### src/rtl/load_cell_cond.sv
// load_cell_cond: load-cell smoothing filters, rider/difference qualification flags and settle timer
module load_cell_cond #(
    parameter logic [11:0] MIN_RIDER_WEIGHT = 12'h200,
    parameter logic [11:0] HYSTERESIS       = 12'h040,
    parameter int          FILT_SHIFT       = 2,
    parameter int          TMR_CYCLES       = 65_000_000
) (
    input  logic        clk,
    input  logic        rst,
    input  logic [11:0] lft_ld,
    input  logic [11:0] rght_ld,
    input  logic        ld_vld,
    input  logic        clr_tmr,
    output logic        sum_gt_min,
    output logic        sum_lt_min,
    output logic        diff_gt_1_4,
    output logic        diff_gt_15_16,
    output logic        tmr_full
);
    localparam int          AW      = 12 + FILT_SHIFT;
    localparam logic [12:0] LO      = {1'b0, MIN_RIDER_WEIGHT} - {1'b0, HYSTERESIS};
    localparam logic [12:0] HI      = {1'b0, MIN_RIDER_WEIGHT} + {1'b0, HYSTERESIS};
    localparam logic [26:0] TMR_MAX = 27'(TMR_CYCLES);

    logic [AW-1:0] acc_l, acc_r;
    logic          seeded, v1, v2;
    logic [11:0]   fl, fr, diff_c, diff;
    logic [12:0]   sum_c, dsub, sum;
    logic [26:0]   cnt;

    // filtered values, their sum and magnitude of difference
    always_comb begin
        fl     = 12'(acc_l >> FILT_SHIFT);
        fr     = 12'(acc_r >> FILT_SHIFT);
        sum_c  = {1'b0, fl} + {1'b0, fr};
        dsub   = {1'b0, fl} - {1'b0, fr};
        diff_c = dsub[12] ? 12'(-dsub) : dsub[11:0];
    end

    // exponential smoothing; first sample after reset seeds the accumulator directly
    always_ff @(posedge clk) begin
        if (rst) begin
            acc_l  <= '0;
            acc_r  <= '0;
            seeded <= 1'b0;
        end else if (ld_vld) begin
            acc_l  <= seeded ? acc_l - (acc_l >> FILT_SHIFT) + AW'(lft_ld) : AW'(lft_ld) << FILT_SHIFT;
            acc_r  <= seeded ? acc_r - (acc_r >> FILT_SHIFT) + AW'(rght_ld) : AW'(rght_ld) << FILT_SHIFT;
            seeded <= 1'b1;
        end
    end

    // stage 2: capture sum/diff the cycle after each filter update
    always_ff @(posedge clk) begin
        if (rst) begin
            v1   <= 1'b0;
            sum  <= '0;
            diff <= '0;
        end else begin
            v1 <= ld_vld;
            if (v1) begin
                sum  <= sum_c;
                diff <= diff_c;
            end
        end
    end

    // stage 3: qualification flags, weight comparator with hysteresis
    always_ff @(posedge clk) begin
        if (rst) begin
            v2            <= 1'b0;
            sum_gt_min    <= 1'b0;
            sum_lt_min    <= 1'b0;
            diff_gt_1_4   <= 1'b0;
            diff_gt_15_16 <= 1'b0;
        end else begin
            v2 <= v1;
            if (v2) begin
                sum_lt_min    <= sum < LO;
                sum_gt_min    <= (sum > HI) ? 1'b1 : (sum < LO) ? 1'b0 : sum_gt_min;
                diff_gt_1_4   <= {1'b0, diff} > (sum >> 2);
                diff_gt_15_16 <= {1'b0, diff} > sum - (sum >> 4);
            end
        end
    end

    // settle timer: clear wins, otherwise count up and saturate
    always_ff @(posedge clk) begin
        if (rst || clr_tmr)
            cnt <= '0;
        else if (cnt != TMR_MAX)
            cnt <= cnt + 27'd1;
    end

    assign tmr_full = (cnt == TMR_MAX);
endmodule

### config.mk
export PLATFORM = sky130hd
export DESIGN_NAME = load_cell_cond
export DESIGN_NICKNAME = d
export VERILOG_FILES = /design/src/rtl/load_cell_cond.sv
export SDC_FILE = /design/constraint.sdc
export NUM_CORES = 1
export LEC_CHECK = 0
export ABC_AREA = 1
export BUFFER_PORTS_ARGS = -buffer_cell sky130_fd_sc_hd__buf_2
export CELL_PAD_IN_SITES_DETAIL_PLACEMENT = 1
export CELL_PAD_IN_SITES_GLOBAL_PLACEMENT = 1
export CORE_ASPECT_RATIO = 0.7
export CORE_UTILIZATION = 50
export CTS_BUF_LIST = sky130_fd_sc_hd__clkbuf_16
export DETAILED_ROUTE_END_ITERATION = 6
export HOLD_SLACK_MARGIN = 0.08
export PLACE_DENSITY_LB_ADDON = 0.05
export SYNTH_ARGS = -nofsm -noshare
export SYNTH_HDL_FRONTEND = slang
export SYNTH_SLANG_ARGS = --single-unit
### constraint.sdc
create_clock -name clk -period 8.1 [get_ports clk]
set_input_delay 0.405 -clock clk [delete_from_list [all_inputs] [get_ports clk]]
set_output_delay 0.405 -clock clk [all_outputs]
set_load 0.02 [all_outputs]
# Yosys cells after proc, flatten, opt, wreduce, memory -nomap -nowiden
# Index checks and enable logic that the tools add are counted.
[word_totals]
register_bits = 87
inputBits = 28
output_inout_bits = 5
wordCells = 35
[classes]
n_addsub = 9
order_cmp = 4
n_eq_ne = 2
muxes = 5
n_reduce_logical = 3
[ops]
columns = ["op", "n"]
rows = [
  ["$add A14 B12 Y14", 2],
  ["$mux W14", 2],
  ["$sub A14 B12 Y14", 2],
  ["$add A27 B1 Y27 const B", 1],
  ["$eq A27 B26 Y1 const B", 1],
  ["$ne A27 B26 Y1 const B", 1],
  ["$add A12 B12 Y13", 1],
  ["$gt A12 B13 Y1", 1],
  ["$gt A13 B10 Y1 const B", 1],
  ["$lt A13 B9 Y1 const B", 1],
  ["$sub A12 B12 Y13", 1],
  ["$sub A13 B9 Y13", 1],
  ["$gt A12 B11 Y1", 1],
  ["$mux W12", 1],
  ["$neg A12 Y12", 1],
  ["$mux W1", 2],
  ["$reduce_and A2 Y1", 1],
  ["$reduce_bool A2 Y1", 1],
  ["$logic_or A1 B1 Y1", 1],
]

# Longest topological paths before layout
# Gate-level depths: netlist of the first run.
[depth]
ltp_word = 3
depth_mapped = 21
ltp_nobuf = 21

# Least setup slack after synthesis of the first run
# Ideal clock, no wire load.
[synth_timing]
kind = "flip-flop to flip-flop"
start = "reg diff[0]"
end = "reg diff_gt_15_16"
setup_ps = 132
arrival_time_ps = 2506
t_required_ps = 7968
slack_ps = 5462
path_stages_with_launch = 19
n_path_buf = 0
period_less_slack_ps = 2638
cell_sequence = "dfxtp_1 -> inv_1 -> ha_1 -> fa_1 -> nor3_1 -> nor2_1 -> o21ai_0 -> xnor2_1 -> ha_1 -> nand2_1 -> nor2_1 -> a211oi_1 -> nand2_1 -> nand2_1 -> nand2_1 -> nand2_1 -> nand2_1 -> nand3_1 -> a21oi_1"
[synth_between]
elab_chain_cells = 1
[synth_rtl]
columns = ["item", "line", "text"]
rows = [
  ["start: declaration", "27", "logic [11:0] fl, fr, diff_c, diff;"],
  ["start signal: assignment", "63", "diff <= diff_c;"],
  ["$gt A12 B13 Y1", "82", "diff_gt_15_16 <= {1'b0, diff} > sum - (sum >> 4);"],
  ["end signal: assignment", "82", ""],
  ["end: declaration", "17", "output logic diff_gt_15_16,"],
]
# Every way passes these cells.
# A chain may end at the register's enable or synchronous reset.

# Worst setup path after layout of the first run
[layout_timing]
start = "reg acc_r[3]"
end = "reg acc_r[10]"
[layout_between]
elab_chain_cells = 3
[layout_rtl]
columns = ["item", "line", "text"]
rows = [
  ["start: declaration", "25", "logic [AW-1:0] acc_l, acc_r;"],
  ["start signal: assignment", "48", "acc_r <= seeded ? acc_r - (acc_r >> FILT_SHIFT) + AW'(rght_ld) : AW'(rght_ld) << FILT_SHIFT;"],
  ["$sub A14 B12 Y14", "48", ""],
  ["$add A14 B12 Y14", "48", ""],
  ["$mux W14", "48", ""],
]
# Every way passes these cells.

==> results.txt, run 1 <==
Synthesis produced 1187 cells. The worst slew margin relative to its limit came out at 32.9%. The post-synthesis average cell area came out at 6.81 sq um. The clock input transition at the sequential cells of the worst setup and hold paths came out at 0.07 ns. Per report_power, the clock group accounts for 21.2% of the total.

The Yosys warning count is 0. Max-cap violations in this run came to 0. The proportion of power drawn by flip-flops and latches is 26.0%. The worst clock skew came out at 0.00976 ns. The area of the core is 15600 sq um. The post-cts sizing count came out at 0. Of all nets on the critical path, the largest fanout is 5. The number of port buffers came out at 32. Setup repair after global routing left no endpoint under its margin. In this run the horizontal extent of the chip is 154 um.

The total count of max-transition violations in the final report was 0. The starting density of the core came out at 51.7%. Internal power comes to 1020 uW. STA classifies the critical path endpoint as a flop.

The initial antenna violation count came out at 0. The number of synthesized flops with an enable pin came out at 0. The storage element area is 1720 sq um. The synthesis-to-layout area growth is 6.75%. The number of different library cells in the post-synthesis netlist is 51. The ratio of total power to cell area came out at 222 nW/um^2. The initial detailed-routing violation count is 438.

The number of H-tree levels is 3. The routability-driven placement congestion ratio came out at 0.880. The most used flip-flop cell after synthesis is sky130_fd_sc_hd__dfxtp_1. The required arrival time at the worst endpoint is 8.31 ns. The number of search-and-repair iterations in the first detailed-routing pass is 4. Summed over all nets, the switching power comes to 899 uW. The worst setup path is launched from a flop. Once the clock tree was built, the setup fixing pass inserted 0 buffers. The deepest clock path buffer count came out at 2.

In the routed design, unresolved DRC markers number 0. For the finished layout, the period the worst path requires is 3.07 ns. The net count of the finished layout came out at 1345.

In this run the static leakage power is 0.00415 uW. The highest clock rate is 325 MHz. The run finished with clean final reports.

The number of clock buffers inserted by TritonCTS is 9. The fill cell total of the finished layout is 2108. The area of the multi-input gates came out at 5380 sq um. The async set-or-reset flop fraction in the synthesized netlist is 0%. The top-level I/O count came out at 33. The number of inserted diodes is 0. The total count of hold-check failures in the final report is 0. For this block, the via count after detailed routing is 7793. The post-DP HPWL came out at 18800 um.

The overall die height is 108 um. The final sum of negative setup slack is 0 ns. The wire length of the first global-routing pass came out at 39400 um. The detailed-route wire length came out at 24000 um. Across every metal layer, demand over resource in global routing totals 29.9%. The number of hold buffers added after CTS was 0. The tree is rooted in a sky130_fd_sc_hd__clkbuf_16. For the pin with the worst max-slew slack, the measured transition is 1.00 ns. The post-synthesis sequential element count came out at 86. Of the total power, combinational logic draws 52.8%. The via count of the first global-routing pass is 7766. The final global-route overflow total is 0.

The worst setup path is of the reg -> reg kind. Summing the sequential cell areas from Yosys gives 21.3% of the chip area. The clock insertion delay at the later pin of the skew report is 0.36 ns. The post-route core utilization came out at 55.2%. The average wire length per cell after detail routing is 17.1 um. The maximum number of pins on one net before global-route repair is 55. The path class of the tightest hold or removal check is in -> reg. The number of sinks driven by the clock tree came out at 86. After floorplanning, the core was divided into 38 placement rows. The final period utilization is 37.9%. The final setup violation count came out at 0. VDD sags by at most 108 uV. The area of the die came out at 16700 sq um. The area of the mapped netlist is 8090 sq um. The TritonCTS clock tree is yes. The detailed-route vias per instance came out at 5.54.

The synthesized net count is 1329. The net switching fraction of the power is 46.9%. The detail route stage leaves a number of antenna-violating nets equal to 0. STA puts the critical path data arrival time at 3.29 ns. Of the cells placed in the final design, the portion with a size suffix greater than 1 is 7.29%.
[power groups by stage]
stage | Combinational [uW] | Sequential (uW) | Clock [uW]
2_1_floorplan | 758 | 487 | 0
3_3_place_gp | 943 | 505 | 0
3_5_place_dp | 983 | 507 | 0
4_1_cts | 997 | 497 | 412
5_1_grt | 1140 | 502 | 433
6_report | 1010 | 498 | 407
[placed cells by master, fill, tap and decap left out, types with 2 or more instances in the layout]
cell / count
sky130_fd_sc_hd__nor2_2: 5
sky130_fd_sc_hd__o21bai_1: 5
sky130_fd_sc_hd__buf_4: 3
sky130_fd_sc_hd__clkinv_4: 2
sky130_fd_sc_hd__nor2_4: 3
sky130_fd_sc_hd__a211oi_1: 3
sky130_fd_sc_hd__inv_2: 4
sky130_fd_sc_hd__clkbuf_16: 9
sky130_fd_sc_hd__nand2_2: 9
sky130_fd_sc_hd__ha_1: 87
sky130_fd_sc_hd__xor2_1: 28
sky130_fd_sc_hd__nor4_1: 4
sky130_fd_sc_hd__o31ai_1: 4
sky130_fd_sc_hd__a31oi_1: 5
sky130_fd_sc_hd__fa_1: 27
sky130_fd_sc_hd__nand3b_1: 2
sky130_fd_sc_hd__a21boi_0: 4
sky130_fd_sc_hd__nor3_1: 23
sky130_fd_sc_hd__o21ai_1: 7
sky130_fd_sc_hd__inv_1: 212
sky130_fd_sc_hd__o211ai_1: 4
sky130_fd_sc_hd__or2_0: 2
sky130_fd_sc_hd__nand3_1: 63
sky130_fd_sc_hd__xnor2_1: 12
sky130_fd_sc_hd__buf_2: 32
sky130_fd_sc_hd__dfxtp_1: 86
sky130_fd_sc_hd__clkinvlp_4: 2
sky130_fd_sc_hd__a21oi_1: 146
sky130_fd_sc_hd__nand4_1: 9
sky130_fd_sc_hd__nor2_1: 91
sky130_fd_sc_hd__a21o_1: 4
sky130_fd_sc_hd__nand2_1: 201
sky130_fd_sc_hd__o21ai_0: 76
sky130_fd_sc_hd__o21a_1: 5
sky130_fd_sc_hd__nand3_2: 5
sky130_fd_sc_hd__a221oi_1: 6
[worst paths after layout]
| kind | from | to | slack (ns) | cells after the start |
|---|---|---|---|---|
| setup reg to reg | acc_r[3]$_SDFFE_PP0P_ | acc_r[10]$_SDFFE_PP0P_ | 5.03 | 14 |
| hold reg to reg | sum_gt_min$_SDFFE_PP0P_ | sum_gt_min$_SDFFE_PP0P_ | 0.47 | 2 |
| setup / recovery | acc_r[3]$_SDFFE_PP0P_ | acc_r[10]$_SDFFE_PP0P_ | 5.03 | 14 |
| hold / removal | ld_vld | acc_r[0]$_SDFFE_PP0P_ | 0.37 | 3 |
[cells in the mapped netlist, types with 2 or more instances]
library cell	count	area, sq um
sky130_fd_sc_hd__ha_1	87	1090
sky130_fd_sc_hd__o21ai_1	7	35.0
sky130_fd_sc_hd__clkbuf_1	18	67.6
sky130_fd_sc_hd__a31oi_1	5	31.3
sky130_fd_sc_hd__nor3_1	23	115
sky130_fd_sc_hd__buf_1	2	7.51
sky130_fd_sc_hd__o31ai_1	4	30.0
sky130_fd_sc_hd__nand2_1	201	754
sky130_fd_sc_hd__nand3_2	5	50.1
sky130_fd_sc_hd__or2_0	2	12.5
sky130_fd_sc_hd__nand2_2	9	56.3
sky130_fd_sc_hd__buf_2	3	15.0
sky130_fd_sc_hd__nand3b_1	2	15.0
sky130_fd_sc_hd__a21boi_0	4	30.0
sky130_fd_sc_hd__a21o_1	4	30.0
sky130_fd_sc_hd__inv_1	212	796
sky130_fd_sc_hd__nand3_1	63	315
sky130_fd_sc_hd__a21oi_1	146	731
sky130_fd_sc_hd__o211ai_1	4	30.0
sky130_fd_sc_hd__inv_2	4	15.0
sky130_fd_sc_hd__xor2_1	28	245
sky130_fd_sc_hd__a221oi_1	6	52.6
sky130_fd_sc_hd__o21bai_1	5	37.5
sky130_fd_sc_hd__o21ai_0	76	380
sky130_fd_sc_hd__dfxtp_1	86	1720
sky130_fd_sc_hd__fa_1	27	541
sky130_fd_sc_hd__nor2_2	5	31.3
sky130_fd_sc_hd__o21a_1	5	37.5
sky130_fd_sc_hd__a211oi_1	3	22.5
sky130_fd_sc_hd__nand4_1	9	56.3
sky130_fd_sc_hd__nor2_4	3	33.8
sky130_fd_sc_hd__nor4_1	4	25.0
sky130_fd_sc_hd__buf_6	5	56.3
sky130_fd_sc_hd__nor2_1	91	342
sky130_fd_sc_hd__xnor2_1	12	105
sky130_fd_sc_hd__buf_4	2	15.0
[worst max-delay path, cell delays in order, from the launching register on]
cell                       delay, ns
sky130_fd_sc_hd__dfxtp_1        0.44
sky130_fd_sc_hd__inv_1          0.21
sky130_fd_sc_hd__fa_1           0.55
sky130_fd_sc_hd__inv_1          0.05
sky130_fd_sc_hd__ha_1           0.35
sky130_fd_sc_hd__a21oi_1        0.17
sky130_fd_sc_hd__nand2_1        0.15
sky130_fd_sc_hd__a21boi_0       0.31
sky130_fd_sc_hd__o21ai_0        0.21
sky130_fd_sc_hd__nand3_1        0.13
sky130_fd_sc_hd__nand2_1        0.07
sky130_fd_sc_hd__nand2_1        0.07
sky130_fd_sc_hd__nand3_1        0.06
sky130_fd_sc_hd__nand2_1        0.09
sky130_fd_sc_hd__a21oi_1        0.06
[registers in the layout (all words and copies together), names as in the netlist, 12 cells and up]
| register | count |
|---|---|
| acc_r | 14 |
| cnt | 27 |
| acc_l | 14 |
| sum | 12 |
| diff | 12 |
[cell type report]
cell class	count	area share, %
Multi-Input combinational cell	853	62.4
Sequential cell	86	19.9
Inverter	218	9.51
Tap cell	200	2.90
Clock buffer	9	2.61
Timing Repair Buffer	35	2.12
Clock inverter	6	0.565
[per-layer routing]
| layer | share of wire (%) | track usage [%] | vias up |
|---|---|---|---|
| met4 | 1.2 | 7.07 | 0 |
| li1 | - | - | 3882 |
| met5 | 0 | 0 | - |
| met1 | 52 | 42.3 | 3768 |
| met2 | 43 | 47.7 | 124 |
| met3 | 3.6 | 4.69 | 19 |
[per-stage QoR]
| step | cell area [sq um] | cells | total power, uW | hold slack, ns | worst slack (ns) |
|---|---|---|---|---|---|
| floorplan | 8090 | 1187 | 1250 | 0.445 | 5.46 |
| global placement | 8360 | 1392 | 1450 | 0.450 | 5.21 |
| detailed placement | 8360 | 1392 | 1490 | 0.461 | 5.05 |
| CTS | 8630 | 1407 | 1910 | 0.364 | 5.05 |
| global route | 8630 | 1407 | 2070 | 0.388 | 4.68 |
| finish | 8630 | 1407 | 1920 | 0.366 | 5.03 |
[cells by family after synthesis]
logic type	share of synthesized area (%)
simple gates	23.7
compound gates	18.4
buf+inv	12.1
fa+ha+maj	20.1
flops	21.3
xor+xnor	4.33
Note: power is estimated with default switching activity, not from simulation.
==> run 2, diff against run 1 <==
Settings changed: CORE_UTILIZATION 50 to 42.
Clock period 8.1 ns to 2.7 ns, I/O delays scaled along.
==> run 2 against run 1 <==
Against the previous run:
- the run now ends with negative setup slack left
- cell area is 12% higher
- combinational power rose to 3.7 times the previous value
- count of clock-buffer cells in the layout is the same
==> results.txt, run 2 (synthesized netlist as in run 1, its figures left out) <==
In this run the worst path has a maximum fanout of 4. The clock passes through at most 2 buffers. Leaving out fill and tap cells, the most frequent cells in the layout are sky130_fd_sc_hd__inv_1 (209), sky130_fd_sc_hd__nand2_1 (194), sky130_fd_sc_hd__a21oi_1 (135).

The number of standard-cell rows in the floorplan came out at 42. The largest voltage drop on the vdd net came out at 267 uV. The critical path goes through inv_2, ha_4, nand2_1, nand2_1, a31oi_4, inv_1, a21oi_2, nor2_1, nor2_1, xor2_1, ha_1, a21oi_2, nor2_2, a211oi_2, nand2_1, nand2_1, nand2_1, nand2_1, nand2_1, nand3_1, a21oi_1. The floorplan step set the die height to 118 um.

The library cell used most frequently in the layout, excluding fill and tap cells, is sky130_fd_sc_hd__inv_1. The average wire length per cell after detail routing came out at 16.6 um. The total count of max-transition violations in the final report came out at 0. The slew of the pin with the lowest slew margin came out at 0.703 ns. The worst clock skew is 0.0107 ns. Entering global routing, the biggest net connects 55 pins.

The launching instance or port of the critical path is sum[6]$_SDFFE_PP0P_. The worst slew margin relative to its limit is 53.1%. The HPWL after detailed placement is 20200 um. The detailed-route vias per instance came out at 5.28.

The synthesis-to-layout area growth is 19.4%. In this run the critical register-to-register path is launched from sum[6]$_SDFFE_PP0P_. The final hold slack came out at 0.142 ns. The flip-flop count of the largest register after layout came out at 27. The starting density of the core is 42.9%. The worst setup path is launched from a flop. In the final layout, the registers with the most flip-flops are cnt (27), acc_l (14), acc_r (14). The initial antenna violation count is 0. Dividing total power by cell area gives a power density of 685 nW/um^2. The total power of the final layout came out at 6610 uW. The wire length of the first global-routing pass is 41700 um. The routability-driven placement congestion ratio came out at 0.877.

The minimum clock period is 2.71 ns. Before CTS, the worst setup slack after placement is -0.155 ns. The count of buffering cells on the critical path with inverters included came out at 2. The number of clock buffers inserted by TritonCTS came out at 9. The global-route usage over all layers came out at 26.4%. The top-level I/O count came out at 33.

The dominant cell type by count on the critical path is sky130_fd_sc_hd__nand2_1. For the worst setup path, the data arrival time is 2.95 ns. The clock insertion delay at the later pin of the skew report came out at 0.36 ns. The worst hold path begins at lft_ld[1].

The number of inserted diodes is 0. cnt holds more flip-flops than any other register. The required arrival time at the worst endpoint came out at 2.94 ns. The floorplan step set the die width to 168 um. The final sum of negative setup slack is -0.0118 ns.

The area of the die came out at 19800 sq um. The worst path setup slack after routing came out at -0.0118 ns. After detailed routing, the number of remaining DRC violations is 0. The final period utilization came out at 100%.

TritonCTS built the clock tree. The worst hold path belongs to the class in -> reg. The slowest stage of the critical path is the sky130_fd_sc_hd__dfxtp_1 cell. In this run the static leakage power is 0.00459 uW. The final reports fail on negative setup slack. Port buffering added 32 buffers.

Setup repair after global routing could not meet its margin everywhere. The total overflow left after global routing is 0. Broken down by cell family, the worst path's largest delay share belongs to simple AND/OR/NAND/NOR gates. The tree is rooted in a sky130_fd_sc_hd__clkbuf_16. In this run the number of H-tree levels came out at 3. The post-route core utilization came out at 51.2%. The tree built by TritonCTS fans out to 86 sinks.

The total count of hold-check failures in the final report is 0. Setup violations remaining at the end of the flow were counted as 1. The longest individual stage delay on the worst path came out at 0.35 ns.

The via count of the first global-routing pass came out at 8082. The detailed-route wire length is 25400 um. The initial detailed-routing violation count came out at 441. The net count of the finished layout came out at 1423.

The number of search-and-repair iterations in the first detailed-routing pass is 5. The routed via count is 8066. The post-detailed-route count of antenna-violating nets came out at 0.

The flow ran to the end, but the final reports show violations. The share of layout cells above drive strength 1 is 18.0%. Clock-pin slew was measured on the worst setup and hold paths at 0.07 ns. The area of the core came out at 18900 sq um.

The reported max-cap violation count came out at 0. The highest clock rate came out at 369 MHz. The critical path class is reg -> reg.

STA classifies the critical path endpoint as a flop.
==> run 2: changes by cell type in the layout (fill, tap and decap cells not counted), sizes merged <==
cell         change
buf             +77
bufinv           +2
inv              +3
clkinvlp         -2
dlygate4sd3      +1
clkinv           -2
==> run 2: layout make-up <==
cell class,count,area [sq um]
Inverter,218,821
Clock buffer,9,225
Tap cell,242,303
Multi-Input combinational cell,853,5670
Sequential cell,86,1740
Timing Repair Buffer,113,783
Clock inverter,7,111
Fill cell,2464,9210
==> run 2: worst paths after layout <==
kind / end / cells after the start / slack, ns
worst max-delay path: diff_gt_15_16$_SDFFE_PP0P_ / 21 / -0.01
worst min register to register: diff_gt_1_4$_SDFFE_PP0P_ / 2 / 0.47
worst max register to register: diff_gt_15_16$_SDFFE_PP0P_ / 21 / -0.01
worst min-delay path: acc_l[3]$_SDFFE_PP0P_ / 3 / 0.14
==> run 2: power by group <==
| group | switching, uW | internal [uW] |
|---|---|---|
| logic | 2220 | 1480 |
| registers | 93.4 | 1360 |
| clock network | 625 | 837 |
==> run 2: metrics by stage <==
stage | std cells | area, sq um
4_1_cts | 1525 | 9350
5_1_grt | 1528 | 9650
6_report | 1528 | 9650
3_5_place_dp | 1508 | 8980
3_3_place_gp | 1508 | 8980
2_1_floorplan | 1187 | 8090
==> run 2: per-layer routing <==
layer	vias to the layer above	GRT usage, %	share of wire [%]	wire length [um]
met5	-	0	0	0
met4	0	4.76	0.84	212
met3	18	3.67	4.0	1020
met2	122	39.4	41	10500
met1	3879	40.2	54	13700
li1	4047	-	-	-
==> run 2: what timing repair did <==
item | in CTS | in global routing
hold buffers | 1 | 0
setup buffers | 0 | 3
gates resized for setup | 13 | 80
pin swaps | 0 | 17
setup endpoints to repair | 5 | 27
hold endpoints to repair | 1 | 0
==> run 2: tightest hold or removal path, delay by kind of cell <==
family / cells / cell delay [ns]
AOI/OAI and AO/OA: 2 / 0.21
buffers and inverters: 1 / 0.11
